==> config.mk <==
export PLATFORM = sky130hd
export DESIGN_NAME = irq_ctrl_n
export DESIGN_NICKNAME = d
export VERILOG_FILES = /design/src/rtl/board_pkg.sv /design/src/rtl/irq_prio_enc.sv /design/src/rtl/irq_ctrl_n.sv
export SDC_FILE = /design/constraint.sdc
export NUM_CORES = 1
export LEC_CHECK = 0
export CAP_MARGIN = 40
export CORE_MARGIN = 2
export CORE_UTILIZATION = 62
export CTS_BUF_LIST = sky130_fd_sc_hd__clkbuf_2 sky130_fd_sc_hd__clkbuf_4 sky130_fd_sc_hd__clkbuf_8
export DETAILED_ROUTE_END_ITERATION = 7
export PLACE_DENSITY = 0.95
export SYNTH_ARGS = -nofsm -noshare
export SYNTH_HDL_FRONTEND = slang
export SYNTH_SLANG_ARGS = --single-unit
export TNS_END_PERCENT = 30
==> constraint.sdc <==
create_clock -name clk -period 17.5 [get_ports clk]
set_input_delay 5.25 -clock clk [delete_from_list [all_inputs] [get_ports clk]]
set_output_delay 5.25 -clock clk [all_outputs]
set_load 0.02 [all_outputs]
==> src/rtl/board_pkg.sv <==
// Shared definitions for the board interrupt controller: register map,
// acknowledge FSM states and priority arithmetic helpers.
package board_pkg;

    localparam logic [1:0] IRQ_REG_IMR  = 2'd0;
    localparam logic [1:0] IRQ_REG_BASE = 2'd1;
    localparam logic [1:0] IRQ_REG_EOI  = 2'd2;
    localparam logic [1:0] IRQ_REG_MODE = 2'd3;

    typedef enum logic {
        IDLE = 1'b0,
        ACK  = 1'b1
    } irq_state_t;

    // Distance of a level from the highest-priority level hp; 0 is the winner.
    function automatic logic [2:0] irq_rank(input logic [2:0] lvl,
                                            input logic [2:0] hp,
                                            input int         n);
        int t;
        t = int'(lvl) - int'(hp);
        if (t < 0) begin
            t = t + n;
        end
        return 3'(t);
    endfunction

    function automatic logic [2:0] irq_next_level(input logic [2:0] lvl,
                                                  input int         n);
        int t;
        t = int'(lvl) + 1;
        if (t >= n) begin
            t = 0;
        end
        return 3'(t);
    endfunction

endpackage

==> src/rtl/irq_prio_enc.sv <==
// Combinational rotating priority encoder: returns the set request bit that
// sits closest to the highest-priority pointer hp (wrapping modulo NUM_IRQ).
module irq_prio_enc
    import board_pkg::*;
#(
    parameter int NUM_IRQ = 4
) (
    input  logic [NUM_IRQ-1:0] i_req,
    input  logic [2:0]         i_hp,
    output logic               o_valid,
    output logic [2:0]         o_idx
);

    logic [2:0] w_best_rank;

    always_comb begin
        o_valid     = 1'b0;
        o_idx       = 3'd0;
        w_best_rank = 3'd7;
        for (int j = 0; j < NUM_IRQ; j++) begin
            if (i_req[j] && (!o_valid || (irq_rank(3'(j), i_hp, NUM_IRQ) < w_best_rank))) begin
                o_valid     = 1'b1;
                o_idx       = 3'(j);
                w_best_rank = irq_rank(3'(j), i_hp, NUM_IRQ);
            end
        end
    end

endmodule

==> src/rtl/irq_ctrl_n.sv <==
// Vectored interrupt controller: edge latching into IRR, masking, fixed or
// rotating priority with nesting, INTACK vector delivery and EOI handling.
module irq_ctrl_n
    import board_pkg::*;
#(
    parameter int         NUM_IRQ      = 4,
    parameter logic [7:0] DEFAULT_BASE = 8'h20,
    parameter bit         AUTO_EOI     = 1'b0
) (
    input  logic               clk,
    input  logic               reset,
    input  logic               ce,
    input  logic [NUM_IRQ-1:0] irq_in,
    input  logic               reg_wr,
    input  logic [1:0]         reg_addr,
    input  logic [7:0]         reg_din,
    output logic [7:0]         reg_dout,
    input  logic               intak,
    output logic               int_req,
    output logic [7:0]         vector
);

    localparam logic [NUM_IRQ-1:0] ONE_HOT0     = NUM_IRQ'(1);
    localparam logic [7:0]         SPURIOUS_OFS = 8'(NUM_IRQ - 1);

    logic [NUM_IRQ-1:0] r_imr;
    logic [NUM_IRQ-1:0] r_irr;
    logic [NUM_IRQ-1:0] r_isr;
    logic [NUM_IRQ-1:0] r_irq_hist;
    logic [7:0]         r_base;
    logic [7:0]         r_vector;
    logic [7:0]         r_dout;
    logic [1:0]         r_mode;
    logic [2:0]         r_hp;
    logic [2:0]         r_cur;
    logic               r_spur;
    logic               r_intak_d;
    logic               r_int_req;
    irq_state_t         r_state;

    logic [NUM_IRQ-1:0] w_edge;
    logic [NUM_IRQ-1:0] w_cand_req;
    logic [NUM_IRQ-1:0] w_ack_clr;
    logic [NUM_IRQ-1:0] w_eoi_clr;
    logic [NUM_IRQ-1:0] w_auto_clr;
    logic [2:0]         w_prio_hp;
    logic [2:0]         w_cand_idx;
    logic [2:0]         w_isr_idx;
    logic [2:0]         w_hp_next;
    logic               w_cand_valid;
    logic               w_isr_valid;
    logic               w_req_cond;
    logic               w_intak_rise;
    logic               w_intak_fall;
    logic               w_ack;
    logic               w_eoi;
    logic               w_auto_eoi;
    logic               w_unused_din;

    assign w_unused_din = ^reg_din;

    assign w_edge       = ce ? (irq_in & ~r_irq_hist) : '0;
    assign w_cand_req   = r_irr & ~r_imr;
    // Fixed mode is rotating priority with the pointer pinned at level 0.
    assign w_prio_hp    = r_mode[1] ? r_hp : 3'd0;
    assign w_intak_rise = intak & ~r_intak_d;
    assign w_intak_fall = ~intak & r_intak_d;

    irq_prio_enc #(.NUM_IRQ(NUM_IRQ)) u_cand_enc (
        .i_req   (w_cand_req),
        .i_hp    (w_prio_hp),
        .o_valid (w_cand_valid),
        .o_idx   (w_cand_idx)
    );

    irq_prio_enc #(.NUM_IRQ(NUM_IRQ)) u_isr_enc (
        .i_req   (r_isr),
        .i_hp    (w_prio_hp),
        .o_valid (w_isr_valid),
        .o_idx   (w_isr_idx)
    );

    assign w_req_cond = w_cand_valid &&
                        (!w_isr_valid ||
                         (irq_rank(w_cand_idx, w_prio_hp, NUM_IRQ) <
                          irq_rank(w_isr_idx, w_prio_hp, NUM_IRQ)));

    assign w_ack      = (r_state == IDLE) && w_intak_rise;
    assign w_eoi      = reg_wr && (reg_addr == IRQ_REG_EOI) && w_isr_valid;
    assign w_auto_eoi = (r_state == ACK) && w_intak_fall && r_mode[0] && !r_spur;

    assign w_ack_clr  = (w_ack && w_cand_valid) ? (ONE_HOT0 << w_cand_idx) : '0;
    assign w_eoi_clr  = w_eoi ? (ONE_HOT0 << w_isr_idx) : '0;
    assign w_auto_clr = w_auto_eoi ? (ONE_HOT0 << r_cur) : '0;

    // An explicit EOI and an auto-EOI in the same cycle: auto-EOI is applied last.
    always_comb begin
        w_hp_next = r_hp;
        if (w_auto_eoi) begin
            w_hp_next = irq_next_level(r_cur, NUM_IRQ);
        end else if (w_eoi) begin
            w_hp_next = irq_next_level(w_isr_idx, NUM_IRQ);
        end
    end

    always_ff @(posedge clk) begin
        if (reset) begin
            r_imr      <= '1;
            r_base     <= DEFAULT_BASE;
            r_mode     <= {1'b0, AUTO_EOI};
            r_irr      <= '0;
            r_isr      <= '0;
            r_hp       <= 3'd0;
            r_irq_hist <= irq_in;
            r_intak_d  <= intak;
            r_dout     <= 8'd0;
        end else begin
            r_intak_d <= intak;
            if (ce) begin
                r_irq_hist <= irq_in;
            end
            // A fresh edge wins over the acknowledge clearing the same bit.
            r_irr <= (r_irr & ~w_ack_clr) | w_edge;
            r_isr <= (r_isr | w_ack_clr) & ~w_eoi_clr & ~w_auto_clr;
            r_hp  <= w_hp_next;
            if (reg_wr) begin
                case (reg_addr)
                    IRQ_REG_IMR:  r_imr  <= reg_din[NUM_IRQ-1:0];
                    IRQ_REG_BASE: r_base <= reg_din;
                    IRQ_REG_MODE: r_mode <= reg_din[1:0];
                    default:      ;
                endcase
            end
            case (reg_addr)
                IRQ_REG_IMR:  r_dout <= 8'(r_imr);
                IRQ_REG_BASE: r_dout <= r_base;
                IRQ_REG_EOI:  r_dout <= 8'(r_irr);
                default:      r_dout <= 8'(r_isr);
            endcase
        end
    end

    always_ff @(posedge clk) begin
        if (reset) begin
            r_state   <= IDLE;
            r_cur     <= 3'd0;
            r_spur    <= 1'b0;
            r_vector  <= DEFAULT_BASE;
            r_int_req <= 1'b0;
        end else begin
            case (r_state)
                IDLE: begin
                    r_int_req <= w_intak_rise ? 1'b0 : w_req_cond;
                    if (w_intak_rise) begin
                        r_state  <= ACK;
                        r_cur    <= w_cand_idx;
                        r_spur   <= !w_cand_valid;
                        r_vector <= w_cand_valid ? (r_base + {5'd0, w_cand_idx})
                                                 : (r_base + SPURIOUS_OFS);
                    end
                end
                ACK: begin
                    r_int_req <= 1'b0;
                    if (w_intak_fall) begin
                        r_state <= IDLE;
                    end
                end
                default: begin
                    r_state   <= IDLE;
                    r_int_req <= 1'b0;
                end
            endcase
        end
    end

    assign reg_dout = r_dout;
    assign int_req  = r_int_req;
    assign vector   = r_vector;

endmodule
* Word level (Yosys, flattened, before mapping)
Index checks and enable logic that the tools add are counted.
** Storage, ports and cells
- Flip-flop bits (word level) :: 52
- Output and inout bits :: 17
- Word-level logic and storage cells :: 149
- Input port bits :: 19
** Operators by class
- Eq/ne operators :: 3
- Order comparisons :: 15
- Add/subtract/negate cells :: 16
- Reductions and logical operators :: 37
- Shift operators :: 3
- Bitwise gates (word level) :: 17
- Mux-type cells :: 44
** Operator list (number)
- 2-to-1 mux 3 bit :: 17
- less-than comparator 4 x 1 -> 1 bit, second input constant :: 6
- 2-to-1 mux 4 bit :: 6
- one-hot mux 8 bit (3 select lines) :: 1
- less-than comparator 3 bit :: 7
- AND 4 bit :: 5
- NOT 4 bit :: 5
- adder 3 bit, second input constant :: 6
- logical AND 1 bit :: 14
- 2-to-1 mux 1 bit :: 13
- left shift 1 x 3 -> 4 bit, first input constant :: 3
- logical NOT 1 bit :: 9
- adder 8 x 2 -> 8 bit, second input constant :: 1
- adder 8 x 3 -> 8 bit :: 1
- 2-to-1 mux 2 bit :: 4
- 2-to-1 mux 8 bit :: 1
- bitwise OR 4 bit :: 2
- AND reduction 2 bit :: 4
- subtractor 1 x 3 -> 4 bit, first input constant :: 2
- subtractor 2 x 3 -> 4 bit :: 2
- subtractor 2 x 3 -> 4 bit, first input constant :: 2
- logical OR 1 bit :: 7
- adder 3 x 1 -> 4 bit, second input constant :: 1
- equality test 2 bit, second input constant :: 2
- 9 further kinds :: 14

* Depth between registers and ports, before layout
Gate-level depths: netlist (run 1).
- Depth in word-level cells :: 25
- Mapped depth :: 28

* Hierarchy
A second synthesis (run 1) with hierarchy kept.
** Second synthesis, totals
- Cell total of the unflattened synthesis :: 373
- Area total of the unflattened synthesis :: 3373.2 sq um
** Modules (own cells, without submodules)
- irq_ctrl_n :: times used 1, cells each 273, area an instance 2627.5 sq um
- irq_prio_enc :: times used 2, cells each 50, area an instance 372.9 sq um

* Worst setup path after synthesis (run 1)
No wires, ideal clock.
- Path type :: in2reg
- From :: in reg_addr[1]
- To :: reg r_hp[0]
- Buffers on the path :: 1
- Path slack :: 10781 ps
- Library setup time :: 60 ps
- Arrival :: 6659 ps
- Required time :: 17440 ps
- Cell stages on the path :: 6
- Path through :: buf_2 > nand2_1 > nor3_1 > inv_1 > a2111oi_0 > o311a_1
** On the way
- Word-level cells in the longest chain between the ends :: 4
** RTL lines
- start: declaration :: RTL line irq_ctrl_n.sv:15 : input logic [1:0] reg_addr,
- equality test 2 bit :: RTL line irq_ctrl_n.sv:89 : assign w_eoi = reg_wr && (reg_addr == IRQ_REG_EOI) && w_isr_valid;
- logical AND 1 bit (2 in a row) :: RTL line irq_ctrl_n.sv:89
- nonzero test 2 bit (no source line)
- end signal: assignment :: RTL line irq_ctrl_n.sv:125 : r_hp <= w_hp_next;
- end: declaration :: RTL line irq_ctrl_n.sv:34 : logic [2:0] r_hp;
Every way passes these cells.
A chain may end at the register's enable or synchronous reset.

* Final worst setup path (run 1)
Same ends and word-level chain as after synthesis.

==> results.md, run 1 <==
* Worst slew margin at 0.409
* Final GP Congestion at around 0.94
* Post-detailed-route via-to-cell ratio at 6.22
* Share of async-settable or async-resettable flops after synthesis at 0
* Synth top cells by count: sky130_fd_sc_hd__dfxtp_1, sky130_fd_sc_hd__nand2_1, sky130_fd_sc_hd__nor2_1
* Filler cell count in the final layout at around 320
* First-iteration detailed-routing DRC count at around 280
* Leading area contributor after synthesis: sky130_fd_sc_hd__dfxtp_1
* Cells after synthesis at 323
* N_diodes at 0
* Total Neg Setup Slack at 0 ns
* PortBufs at 35
* Post-route clock period utilization at 0.414
* Area share of the leading cell type in the synthesized netlist at 0.321
* Endpoint kind of the worst setup timing path: flip-flop
* Cell at the root of the clock tree: sky130_fd_sc_hd__clkbuf_8
* Post-CTS Hold Buffers at 0
* Initial antenna violation count at 0
* H-Tree Level Count at 2
* Fraction of power spent switching nets at 0.264
* Kind of start point of the critical path: input port
* Die span in y at 72.8 um
* Worst path cell trace: clkdlybuf4s50_1 > nand2_1 > nor3_1 > inv_1 > a2111oi_0 > o311a_1
* Number of distinct library cells after synthesis at 56
* Required time at the endpoint of the critical path at 17.76 ns
* Vias in the first global route at 2489
* Net Switching at 0.0594 mW
* Die Wd at 72.8 um
* R2R Path Start: r_mode[1]$_SDFFE_PP0P_
* Core Box Area at 4630 sq um
* Number of gates given a new drive strength after cts at 0
* Cell area reported after detailed placement at 3320 sq um
* Final max-slew violation count at 0
* Setup repair after global routing missed its margin: no
* Max-cap viol count at 0
* Flop and latch count out of synthesis at 51
* Clock network latency to the later pin of the worst-skew pair at 0.31 ns
* Tot GR Track Use at 0.275
* Most frequent cell after synthesis: sky130_fd_sc_hd__dfxtp_1
* Clock tree from TritonCTS: yes
* Capturing point of the worst reg2reg path: int_req$_SDFF_PP0_
* Area growth from synthesis to layout at 16.5%
* Least-Margin Pin Slew at 0.880 ns
* Final critical path time including I/O delays and setup at 7.25 ns
* Total vias in the final route at 2555
* Number of standard-cell rows in the floorplan at 25
* Pin count of the biggest net entering global routing at 28
* Layout cell share with drive strength beyond 1 at 0.0728
* Routed Antenna Nets at 0
* Util after Layout at 0.738
* Post-placement setup slack at 9.98 ns
* Critical Path Max Stage Delay at 0.73 ns
* Leakage power at 1.40 nW
* Design area at 3420 sq um
* Per-instance average area after synthesis at 9.09 sq um
* Worst hold slack across all endpoints at ~0.49 ns
* Share of power burned in the clock network at 0.310
* Total wire length after detailed routing at slightly below 7000 um
* Starting density of the core at 0.634
* Number of buffers on the longest clock path at 2
* Clock input transition at the sequential cells of the worst setup and hold paths at roughly 0.09 ns
* R2R setup slack at 10.68 ns
* Combinational group share of total power at 0.127
* CP startpoint: reg_addr[1]
* DRC viols at 0
* DRT Pass-1 Iters at 6
* Final hold violations at 0
* Post-synth EDFFs at 4
* Post-Syn Area at 2940 sq um
* Number of placed I/O pins at 36
* Ranking of synthesized cells by area: sky130_fd_sc_hd__dfxtp_1, sky130_fd_sc_hd__ha_1, sky130_fd_sc_hd__nand2_1, sky130_fd_sc_hd__a21oi_1, sky130_fd_sc_hd__edfxtp_1
* Largest delay share family, worst path: simple AND/OR/NAND/NOR gates
* Worst Path Buf+Inv at 2
* Result of the run: finished clean
* Clock Sinks at between 50 and 60
* Peak fanout along the critical path at 10
* Final Setup Violations at 0
* Syn Nets at 369
* Net total in the final layout at roughly 400
* Global route overflow at 0
* Power density over cell area at 65.9 nW/um^2
* Arrival time of data at the critical path endpoint at between 7 and 8 ns
* Global-route wire length before repair at 11300 um
* Number of warnings printed during yosys synthesis at 0
* Predominant post-synthesis flop cell: sky130_fd_sc_hd__dfxtp_1
* Fmax at 0.138 GHz
* Sequential-to-total area share from yosys stat at 0.361
* Highest ir drop seen on vdd at 0.0612 mV
* Termination of the worst setup path: r_hp[0]$_SDFFE_PP0P_
* Category of the critical setup timing path: in2reg
* Register-to-Register Path Depth at 25
* Setup slack after layout at 10.25 ns
* Worst Clk Skew at 0.0104 ns
* Crit path depth at 6
* Setup fix buffers added after clock tree synthesis at 0
* Average wire per standard cell at 16.9 um
* Pint at 0.166 mW
* Critical-path cell with the highest stage delay: sky130_fd_sc_hd__clkdlybuf4s50_1
* Half-perimeter wire length after detailed placement at 5340 um
* Die Area at around 5300 sq um
* Share of total power in sequential cells at 0.564
* Path class of the lowest-slack min-delay path: reg2reg
* Clock buffer count from CTS at 5
-- routing by layer --
metal / up-vias / track usage / share of wire / wire length [um]
met5: - / 0 / 0 / 0
met4: 0 / 0.103 / 0.031 / 213
met2: 119 / 0.437 / 0.47 / 3280
met1: 1184 / 0.366 / 0.42 / 2930
met3: 30 / 0.0635 / 0.079 / 547
li1: 1222 / - / - / -
-- flip-flops by register name (all words and copies together), names as in the netlist --
signal,cells
r_irq_hist,4
r_isr,4
r_mode,2
r_intak_d,1
int_req,1
r_base,8
r_hp,3
r_irr,4
vector,8
r_state,1
r_spur,1
r_cur,2
reg_dout,8
r_imr,4
-- layout by cell type, fill, tap and decap left out, types with 3 or more instances in the layout --
cell type | netlist | layout
sky130_fd_sc_hd__a211oi_1 | 8 | 8
sky130_fd_sc_hd__a21o_1 | 4 | 4
sky130_fd_sc_hd__a21oi_1 | 24 | 24
sky130_fd_sc_hd__a221o_1 | 3 | 3
sky130_fd_sc_hd__and2_1 | 10 | 10
sky130_fd_sc_hd__and3_1 | 5 | 5
sky130_fd_sc_hd__clkbuf_8 | 0 | 5
sky130_fd_sc_hd__clkdlybuf4s50_1 | 0 | 35
sky130_fd_sc_hd__dfxtp_1 | 47 | 47
sky130_fd_sc_hd__edfxtp_1 | 4 | 4
sky130_fd_sc_hd__fa_1 | 3 | 3
sky130_fd_sc_hd__ha_1 | 24 | 24
sky130_fd_sc_hd__inv_1 | 14 | 14
sky130_fd_sc_hd__mux2i_1 | 10 | 10
sky130_fd_sc_hd__mux4_2 | 4 | 4
sky130_fd_sc_hd__nand2_1 | 37 | 37
sky130_fd_sc_hd__nand2b_1 | 5 | 5
sky130_fd_sc_hd__nand3_1 | 8 | 8
sky130_fd_sc_hd__nand3b_1 | 3 | 3
sky130_fd_sc_hd__nor2_1 | 26 | 26
sky130_fd_sc_hd__nor2b_1 | 7 | 7
sky130_fd_sc_hd__nor3_1 | 3 | 3
sky130_fd_sc_hd__nor3b_1 | 4 | 4
sky130_fd_sc_hd__o21ai_0 | 13 | 13
sky130_fd_sc_hd__o22a_1 | 3 | 3
sky130_fd_sc_hd__or2_2 | 4 | 4
sky130_fd_sc_hd__xnor2_1 | 5 | 5
sky130_fd_sc_hd__xor2_1 | 4 | 4
-- power by group through the flow --
| stage | Combinational (mW) | Clock (mW) | Sequential (mW) |
|---|---|---|---|
| after CTS | 0.0284 | 0.0700 | 0.127 |
| after detailed placement | 0.0281 | 0 | 0.129 |
| final | 0.0285 | 0.0697 | 0.127 |
| after floorplan | 0.0147 | 0 | 0.130 |
| after global placement | 0.0272 | 0 | 0.129 |
| after global routing | 0.0311 | 0.0762 | 0.127 |
-- worst min path at each step --
stage,startpoint,to,slack [ns],cells after the start
6_report,r_spur$_SDFFE_PP0P_,r_spur$_SDFFE_PP0P_,0.49,2
5_1_grt,vector[4]$_SDFFE_PP0P_,vector[4]$_SDFFE_PP0P_,0.53,2
4_1_cts,r_spur$_SDFFE_PP0P_,r_spur$_SDFFE_PP0P_,0.50,2
3_5_place_dp,r_spur$_SDFFE_PP0P_,r_spur$_SDFFE_PP0P_,0.48,2
3_3_place_gp,r_spur$_SDFFE_PP0P_,r_spur$_SDFFE_PP0P_,0.46,2
2_1_floorplan,r_base[0]$_SDFFE_PP0P_,r_base[0]$_SDFFE_PP0P_,0.45,2
-- worst register-to-register path: cells and delay by family, from the launching register on --
kind            cells  cell delay [ns]
fa+ha+maj           6             1.78
compound gates     12             3.31
simple gates        6             1.11
flops               1             0.51
buf+inv             1             0.04
-- kinds of logic after synthesis --
| logic type | count (synthesis) | synth area share |
|---|---|---|
| AND/OR/NAND/NOR | 121 | 0.209 |
| AO/OA/AOI/OAI | 75 | 0.178 |
| flip-flops | 51 | 0.361 |
| adder cells (fa/ha/maj) | 27 | 0.123 |
| buffers and inverters | 25 | 0.0328 |
| multiplexers | 15 | 0.0686 |
| XOR/XNOR | 9 | 0.0269 |
-- final cells by class --
type | instances | area, sq um | share of cell area
clock buffers | 5 | 68.8 | 0.0201
repair buffers | 37 | 365 | 0.107
well taps | 54 | 67.6 | 0.0198
multi-input cells | 247 | 1780 | 0.520
inverters | 14 | 52.6 | 0.0154
flip-flops and latches | 51 | 1060 | 0.310
clock inverters | 3 | 25.0 | 0.00732
-- per-stage QoR --
stage / std cells / power (mW)
finish: 411 / 0.225
detailed placement: 403 / 0.158
global placement: 403 / 0.156
global route: 411 / 0.235
CTS: 411 / 0.225
floorplan: 323 / 0.145
Power figures use the tool's default switching activity.
==> inputs of run 2 (changes only) <==
--- a/config.mk
+++ b/config.mk
@@ -7,10 +7,10 @@
 export LEC_CHECK = 0
 export CAP_MARGIN = 40
 export CORE_MARGIN = 2
-export CORE_UTILIZATION = 62
+export CORE_UTILIZATION = 58
 export CTS_BUF_LIST = sky130_fd_sc_hd__clkbuf_2 sky130_fd_sc_hd__clkbuf_4 sky130_fd_sc_hd__clkbuf_8
 export DETAILED_ROUTE_END_ITERATION = 7
-export PLACE_DENSITY = 0.95
+export PLACE_DENSITY = 0.91
 export SYNTH_ARGS = -nofsm -noshare
 export SYNTH_HDL_FRONTEND = slang
 export SYNTH_SLANG_ARGS = --single-unit
==> constraint.sdc (replaced) <==
create_clock -name clk -period 7.6 [get_ports clk]
set_input_delay 2.28 -clock clk [delete_from_list [all_inputs] [get_ports clk]]
set_output_delay 2.28 -clock clk [all_outputs]
set_load 0.02 [all_outputs]
==> results.md, run 2 (synthesis results as in run 1) <==
* Pint at 0.418 mW (was 0.166 mW)
* Required time at the endpoint of the critical path at 7.86 ns (was 17.76 ns)
* Number of standard-cell rows in the floorplan at 25 (unchanged)
* Endpoint kind of the worst setup timing path: flip-flop (unchanged)
* Global-route wire length before repair at 11800 um (was 11300 um)
* Initial antenna violation count at 0 (unchanged)
* Die Wd at 75.1 um (was 72.8 um)
* Cell at the root of the clock tree: sky130_fd_sc_hd__clkbuf_8 (unchanged)
* Layout cell share with drive strength beyond 1 at 0.0754 (was 0.0728)
* Core Box Area at 4820 sq um (was 4630 sq um)
* Post-route clock period utilization at 0.859
* Combinational group share of total power at 0.120 (was 0.127)
* Clock buffer count from CTS at 5 (unchanged)
* Finished Layout Cells at 425 (was 411)
* Max-cap viol count at 0 (unchanged)
* R2R Path Start: r_mode[1]$_SDFFE_PP0P_ (unchanged)
* Number of gates given a new drive strength after cts at 0 (unchanged)
* Tot GR Track Use at 0.281 (was 0.275)
* Clock Sinks at 51 (unchanged)
* Peak fanout along the critical path at 8 (was 10)
* Die span in y at 75.1 um (was 72.8 um)
* Final hold violations at 0 (unchanged)
* Setup repair after global routing missed its margin: no (unchanged)
* Global route overflow at 0 (unchanged)
* PortBufs at 35 (unchanged)
* Source of the worst hold timing path: vector[3]$_SDFFE_PP0P_ (was r_spur$_SDFFE_PP0P_)
* Commonest non-fill, non-tap cell in the layout: sky130_fd_sc_hd__dfxtp_1 (unchanged)
* Net Switching at 0.137 mW (was 0.0594 mW)
* Path class of the lowest-slack min-delay path: reg2reg (unchanged)
* Final critical path time including I/O delays and setup at around 6.5 ns
* Result of the run: finished clean (unchanged)
* Net total in the final layout at 403 (was 402)
* Critical-path cell with the highest stage delay: sky130_fd_sc_hd__fa_1 (was sky130_fd_sc_hd__clkdlybuf4s50_1)
* Worst Path Buf+Inv at 1 (was 2)
* Capturing point of the worst reg2reg path: int_req$_SDFF_PP0_ (unchanged)
* R2R setup slack at 1.07 ns (was 10.68 ns)
* Hold Path End: vector[3]$_SDFFE_PP0P_ (was r_spur$_SDFFE_PP0P_)
* Starting density of the core at 0.609 (was 0.634)
* Share of total power in sequential cells at 0.525 (was 0.564)
* Fmax at 0.153 GHz
* Highest ir drop seen on vdd at 0.155 mV (was 0.0612 mV)
* Pin count of the biggest net entering global routing at 31 (was 28)
* Final max-slew violation count at 0 (unchanged)
* Number of buffers on the longest clock path at 2 (unchanged)
* Total Neg Setup Slack at 0 ns (unchanged)
* Power density over cell area at 161 nW/um^2 (was 65.9 nW/um^2)
* Fraction of power spent switching nets at 0.248 (was 0.264)
* Critical Path Max Stage Delay at 0.50 ns (was 0.73 ns)
* Placed cells at 417 (was 403)
* Post-CTS Hold Buffers at 0 (unchanged)
* Final GP Congestion at 0.965 (was 0.940)
* Filler cell count in the final layout at 388 (was 315)
* Largest delay share family, worst path: compound AO/OA/AOI/OAI gates (was simple AND/OR/NAND/NOR gates)
* Category of the critical setup timing path: reg2reg (was in2reg)
* Worst hold slack across all endpoints at 0.511 ns (was 0.494 ns)
* Least-Margin Pin Slew at 0.784 ns (was 0.880 ns)
* Post-detailed-route via-to-cell ratio at 6.00 (was 6.22)
* DRT Pass-1 Iters at 4 (was 6)
* N_diodes at 0 (unchanged)
* Die Area at 5650 sq um (was 5300 sq um)
* Worst hold path stage count at 2 (unchanged)
* Most used cells in the layout excluding fill and tap cells: sky130_fd_sc_hd__dfxtp_1, sky130_fd_sc_hd__nand2_1, sky130_fd_sc_hd__clkdlybuf4s50_1 (unchanged)
* Final Setup Violations at 0 (unchanged)
* Total wire length after detailed routing at 7390 um (was 6960 um)
* Number of placed I/O pins at 36 (unchanged)
* Half-perimeter wire length after detailed placement at 5710 um (was 5340 um)
* Clock input transition at the sequential cells of the worst setup and hold paths at 0.10 ns (was 0.09 ns)
* Total vias in the final route at 2550 (was 2555)
* Clock network latency to the later pin of the worst-skew pair at 0.31 ns (about the same)
* First-iteration detailed-routing DRC count at 346 (was 279)
* Average wire per standard cell at 17.4 um (was 16.9 um)
* Clock tree from TritonCTS: yes (unchanged)
* Register-to-Register Path Depth at 25 (unchanged)
* Vias in the first global route at 2513 (was 2489)
* Routed Antenna Nets at 0 (unchanged)
* Arrival time of data at the critical path endpoint at 6.79 ns (was 7.51 ns)
* Worst Clk Skew at 0.00969 ns (was 0.0104 ns)
* Area growth from synthesis to layout at 17.8% (was 16.5%)
* Kind of start point of the critical path: flip-flop (was input port)
* Most frequent CP cell: sky130_fd_sc_hd__ha_1
* DRC viols at 0 (unchanged)
* Setup fix buffers added after clock tree synthesis at 0 (unchanged)
* H-Tree Level Count at 2 (unchanged)
* Share of power burned in the clock network at 0.355 (was 0.310)
* Leakage power at 1.42 nW (was 1.40 nW)
* Worst slew margin at 0.475 (was 0.409)
==> run 2: changes by cell type in the layout (fill, tap and decap cells not counted) <==
cell	delta
sky130_fd_sc_hd__clkinv_4	-2
sky130_fd_sc_hd__buf_2	+1
sky130_fd_sc_hd__inv_4	+1
sky130_fd_sc_hd__clkbuf_4	+1
sky130_fd_sc_hd__clkinvlp_4	-1
sky130_fd_sc_hd__bufinv_16	+1
==> run 2: worst register-to-register path: stages (launching register included) <==
cell                       delay [ns]
sky130_fd_sc_hd__dfxtp_1         0.48
sky130_fd_sc_hd__and2_1          0.27
sky130_fd_sc_hd__o21ai_0         0.15
sky130_fd_sc_hd__and2_1          0.18
sky130_fd_sc_hd__ha_1            0.19
sky130_fd_sc_hd__and3b_1         0.18
sky130_fd_sc_hd__a311o_2         0.44
sky130_fd_sc_hd__o21ai_0         0.25
sky130_fd_sc_hd__ha_1            0.31
sky130_fd_sc_hd__a311o_1         0.36
sky130_fd_sc_hd__a31o_2          0.22
sky130_fd_sc_hd__a21oi_1         0.27
sky130_fd_sc_hd__nor2_1          0.09
sky130_fd_sc_hd__a21oi_1         0.13
sky130_fd_sc_hd__ha_1            0.28
sky130_fd_sc_hd__nor3b_1         0.15
sky130_fd_sc_hd__a221o_1         0.35
sky130_fd_sc_hd__a311oi_1        0.49
sky130_fd_sc_hd__nor2_1          0.17
sky130_fd_sc_hd__ha_1            0.24
sky130_fd_sc_hd__fa_1            0.50
sky130_fd_sc_hd__inv_1           0.05
sky130_fd_sc_hd__ha_1            0.28
sky130_fd_sc_hd__a21o_1          0.15
sky130_fd_sc_hd__a21oi_1         0.13
sky130_fd_sc_hd__o2111a_1        0.17
==> run 2: through the flow <==
| step | util | worst slack (ns) | total power [mW] | cell area (sq um) |
|---|---|---|---|---|
| after floorplan | - | 1.78 | 0.334 | 2940 |
| final | 0.718 | 1.07 | 0.555 | 3460 |
| after global routing | 0.718 | 0.739 | 0.572 | 3460 |
| after detailed placement | 0.695 | 1.18 | 0.364 | 3350 |
| after CTS | 0.718 | 1.15 | 0.552 | 3460 |
| after global placement | 0.694 | 1.40 | 0.361 | 3340 |
==> run 2: power by group through the flow <==
stage                     registers, mW  clock network (mW)  logic [mW]
after global placement            0.297                   0      0.0638
after floorplan                   0.300                   0      0.0338
final                             0.292               0.197      0.0665
after detailed placement          0.298                   0      0.0658
after global routing              0.293               0.206      0.0725
after CTS                         0.291               0.194      0.0663
==> run 2: worst max-delay path by stage <==
stage,start,endpoint,slack [ns],depth (start not counted)
2_1_floorplan,r_mode[1]$_SDFFE_PP0P_,int_req$_SDFF_PP0_,1.78,25
3_5_place_dp,r_mode[1]$_SDFFE_PP0P_,int_req$_SDFF_PP0_,1.18,25
4_1_cts,r_mode[1]$_SDFFE_PP0P_,int_req$_SDFF_PP0_,1.15,25
6_report,r_mode[1]$_SDFFE_PP0P_,int_req$_SDFF_PP0_,1.07,25
5_1_grt,r_mode[1]$_SDFFE_PP0P_,int_req$_SDFF_PP0_,0.74,25
3_3_place_gp,r_mode[1]$_SDFFE_PP0P_,int_req$_SDFF_PP0_,1.40,25
==> run 2: per-layer routing <==
| layer | vias to the layer above | global-route usage | routed length (um) |
|---|---|---|---|
| li1 | 1225 | - | - |
| met1 | 1194 | 0.384 | 3180 |
| met2 | 112 | 0.442 | 3530 |
| met3 | 19 | 0.0375 | 473 |
| met4 | 0 | 0.129 | 210 |
| met5 | - | 0 | 0 |
==> run 2: layout make-up <==
type	instances	area, sq um	area share
clock inverters	2	36.3	0.0105
flip-flops and latches	51	1060	0.307
inverters	14	52.6	0.0152
multi-input cells	247	1780	0.514
repair buffers	38	370	0.107
well taps	67	83.8	0.0242
clock buffers	6	76.3	0.0221
==> inputs of run 3 (changes only) <==
--- a/config.mk
+++ b/config.mk
@@ -7,10 +7,10 @@
 export LEC_CHECK = 0
 export CAP_MARGIN = 40
 export CORE_MARGIN = 2
-export CORE_UTILIZATION = 58
+export CORE_UTILIZATION = 45
 export CTS_BUF_LIST = sky130_fd_sc_hd__clkbuf_2 sky130_fd_sc_hd__clkbuf_4 sky130_fd_sc_hd__clkbuf_8
 export DETAILED_ROUTE_END_ITERATION = 7
-export PLACE_DENSITY = 0.91
+export PLACE_DENSITY = 0.75
 export SYNTH_ARGS = -nofsm -noshare
 export SYNTH_HDL_FRONTEND = slang
 export SYNTH_SLANG_ARGS = --single-unit
==> results.md, run 3 (synthesis results as in run 1) <==
* Clock Sinks at 51 (unchanged)
* Post-detailed-route via-to-cell ratio at 5.62 (was 6.00)
* Highest ir drop seen on vdd at 0.190 mV (was 0.155 mV)
* Vias in the first global route at 2425 (was 2513)
* Critical Path Max Stage Delay at 0.48 ns (was 0.50 ns)
* Half-perimeter wire length after detailed placement at 5360 um (was 5710 um)
* Max-cap viol count at 0 (unchanged)
* Number of buffers on the longest clock path at 2 (unchanged)
* Fmax at 0.155 GHz (was 0.153 GHz)
* Most frequent CP cell: sky130_fd_sc_hd__ha_1 (unchanged)
* PortBufs at 35 (unchanged)
* Clock input transition at the sequential cells of the worst setup and hold paths at 0.10 ns (about the same)
* Average wire per standard cell at 16.0 um (was 17.4 um)
* DRC viols at 0 (unchanged)
* Kind of start point of the critical path: flip-flop (unchanged)
* Result of the run: finished clean (unchanged)
* Clock network latency to the later pin of the worst-skew pair at 0.31 ns (about the same)
* Post-CTS Hold Buffers at 0 (unchanged)
* Global-route wire length before repair at 11700 um (was 11800 um)
* Clock buffer count from CTS at 5 (unchanged)
* Number of placed I/O pins at 36 (unchanged)
* Post-route clock period utilization at 0.851 (was 0.859)
* Most used cells in the layout excluding fill and tap cells: sky130_fd_sc_hd__dfxtp_1, sky130_fd_sc_hd__nand2_1, sky130_fd_sc_hd__clkdlybuf4s50_1 (unchanged)
* Pin count of the biggest net entering global routing at 35 (was 31)
* Core Box Area at 6310 sq um (was 4820 sq um)
* Critical-path cell with the highest stage delay: sky130_fd_sc_hd__a311oi_1 (was sky130_fd_sc_hd__fa_1)
* Worst slew margin at 0.526 (was 0.475)
* Routed Antenna Nets at 0 (unchanged)
* Clock tree from TritonCTS: yes (unchanged)
* Number of standard-cell rows in the floorplan at 29 (was 25)
* Tot GR Track Use at 0.202 (was 0.281)
* Required time at the endpoint of the critical path at 7.86 ns (about the same)
* Power density over cell area at 151 nW/um^2 (was 161 nW/um^2)
* Number of gates given a new drive strength after cts at 0 (unchanged)
* Category of the critical setup timing path: reg2reg (unchanged)
* Final max-slew violation count at 0 (unchanged)
* Path class of the lowest-slack min-delay path: reg2reg (unchanged)
* DRT Pass-1 Iters at 4 (unchanged)
* Design area at 3450 sq um (was 3460 sq um)
* Net Switching at 0.131 mW (was 0.137 mW)
* Starting density of the core at 0.465 (was 0.609)
* Share of total power in sequential cells at 0.560 (was 0.525)
* Global route overflow at 0 (unchanged)
* Total wire length after detailed routing at 6960 um (was 7390 um)
* Total Neg Setup Slack at 0 ns (unchanged)
* N_diodes at 0 (unchanged)
* Net total in the final layout at 403 (unchanged)
* Final Setup Violations at 0 (unchanged)
* Setup fix buffers added after clock tree synthesis at 0 (unchanged)
* Pint at 0.389 mW (was 0.418 mW)
* Die Area at 7190 sq um (was 5650 sq um)
* First-iteration detailed-routing DRC count at 91 (was 346)
* Combinational group share of total power at 0.125 (was 0.120)
* Die span in y at 84.8 um (was 75.1 um)
* Fraction of power spent switching nets at 0.252 (was 0.248)
* Die Wd at 84.8 um (was 75.1 um)
* Final GP Congestion at 0.958 (was 0.965)
* Setup repair after global routing missed its margin: no (unchanged)
* Endpoint kind of the worst setup timing path: flip-flop (unchanged)
* Peak fanout along the critical path at 8 (unchanged)
* Arrival time of data at the critical path endpoint at 6.73 ns (was 6.79 ns)
* Total vias in the final route at 2441 (was 2550)
* Initial antenna violation count at 0 (unchanged)
* Area growth from synthesis to layout at 17.5% (was 17.8%)
* Final critical path time including I/O delays and setup at 6.47 ns (was 6.53 ns)
* Final hold violations at 0 (unchanged)
* Cell at the root of the clock tree: sky130_fd_sc_hd__clkbuf_8 (unchanged)
* Share of power burned in the clock network at 0.315 (was 0.355)
* Leakage power at 1.41 nW (was 1.42 nW)
* Commonest non-fill, non-tap cell in the layout: sky130_fd_sc_hd__dfxtp_1 (unchanged)
* Cell area reported after detailed placement at 3360 sq um (was 3350 sq um)
* Worst Clk Skew at 0.0155 ns (was 0.00969 ns)
* H-Tree Level Count at 2 (unchanged)
* Layout cell share with drive strength beyond 1 at 0.0728 (was 0.0754)
* Least-Margin Pin Slew at 0.709 ns (was 0.784 ns)
-- run 3: worst paths after layout --
kind / start / endpoint / slack [ns] / cells after the start
worst max-delay path: r_mode[1]$_SDFFE_PP0P_ / int_req$_SDFF_PP0_ / 1.13 / 25
worst min-delay path: r_spur$_SDFFE_PP0P_ / r_spur$_SDFFE_PP0P_ / 0.49 / 2
worst max register to register: r_mode[1]$_SDFFE_PP0P_ / int_req$_SDFF_PP0_ / 1.13 / 25
worst min register to register: r_spur$_SDFFE_PP0P_ / r_spur$_SDFFE_PP0P_ / 0.49 / 2
-- run 3: critical path, delay by kind of cell, from the launching register on --
family,cells,cell delay (ns)
buffers and inverters,1,0.04
DFF,1,0.47
adders and majority gates,6,1.76
AOI/OAI and AO/OA,12,3.09
and+or+nand+nor,6,1.04
-- run 3: routing by layer --
layer / vias to the layer above / share of wire / GRT usage
met3: 14 / 0.046 / 0.0354
li1: 1224 / - / -
met2: 57 / 0.47 / 0.344
met1: 1146 / 0.47 / 0.261
met5: - / 0 / 0
met4: 0 / 0.016 / 0.0606
-- run 3: power groups by stage --
stage / Combinational, mW / Sequential [mW] / Clock (mW)
final: 0.0650 / 0.291 / 0.163
after global routing: 0.0718 / 0.292 / 0.175
after CTS: 0.0656 / 0.291 / 0.167
after detailed placement: 0.0652 / 0.297 / 0
after global placement: 0.0644 / 0.297 / 0
after floorplan: 0.0338 / 0.300 / 0
-- run 3: layout make-up --
class | instances | area, sq um
fill | 585 | 2860
multi-input combinational | 247 | 1780
sequential | 51 | 1060
timing repair buffer | 38 | 370
tap | 77 | 96.3
clock buffer | 6 | 82.6
inverter | 14 | 52.6
clock inverter | 1 | 8.76
-- run 3: metrics by stage --
step	setup WS, ns	cells	util	hold slack, ns	power, mW
floorplan	1.78	323	-	0.450	0.334
global placement	1.37	426	0.531	0.465	0.361
detailed placement	1.23	427	0.532	0.472	0.362
CTS	1.18	434	0.546	0.485	0.523
global route	0.843	434	0.546	0.527	0.539
finish	1.13	434	0.546	0.491	0.520
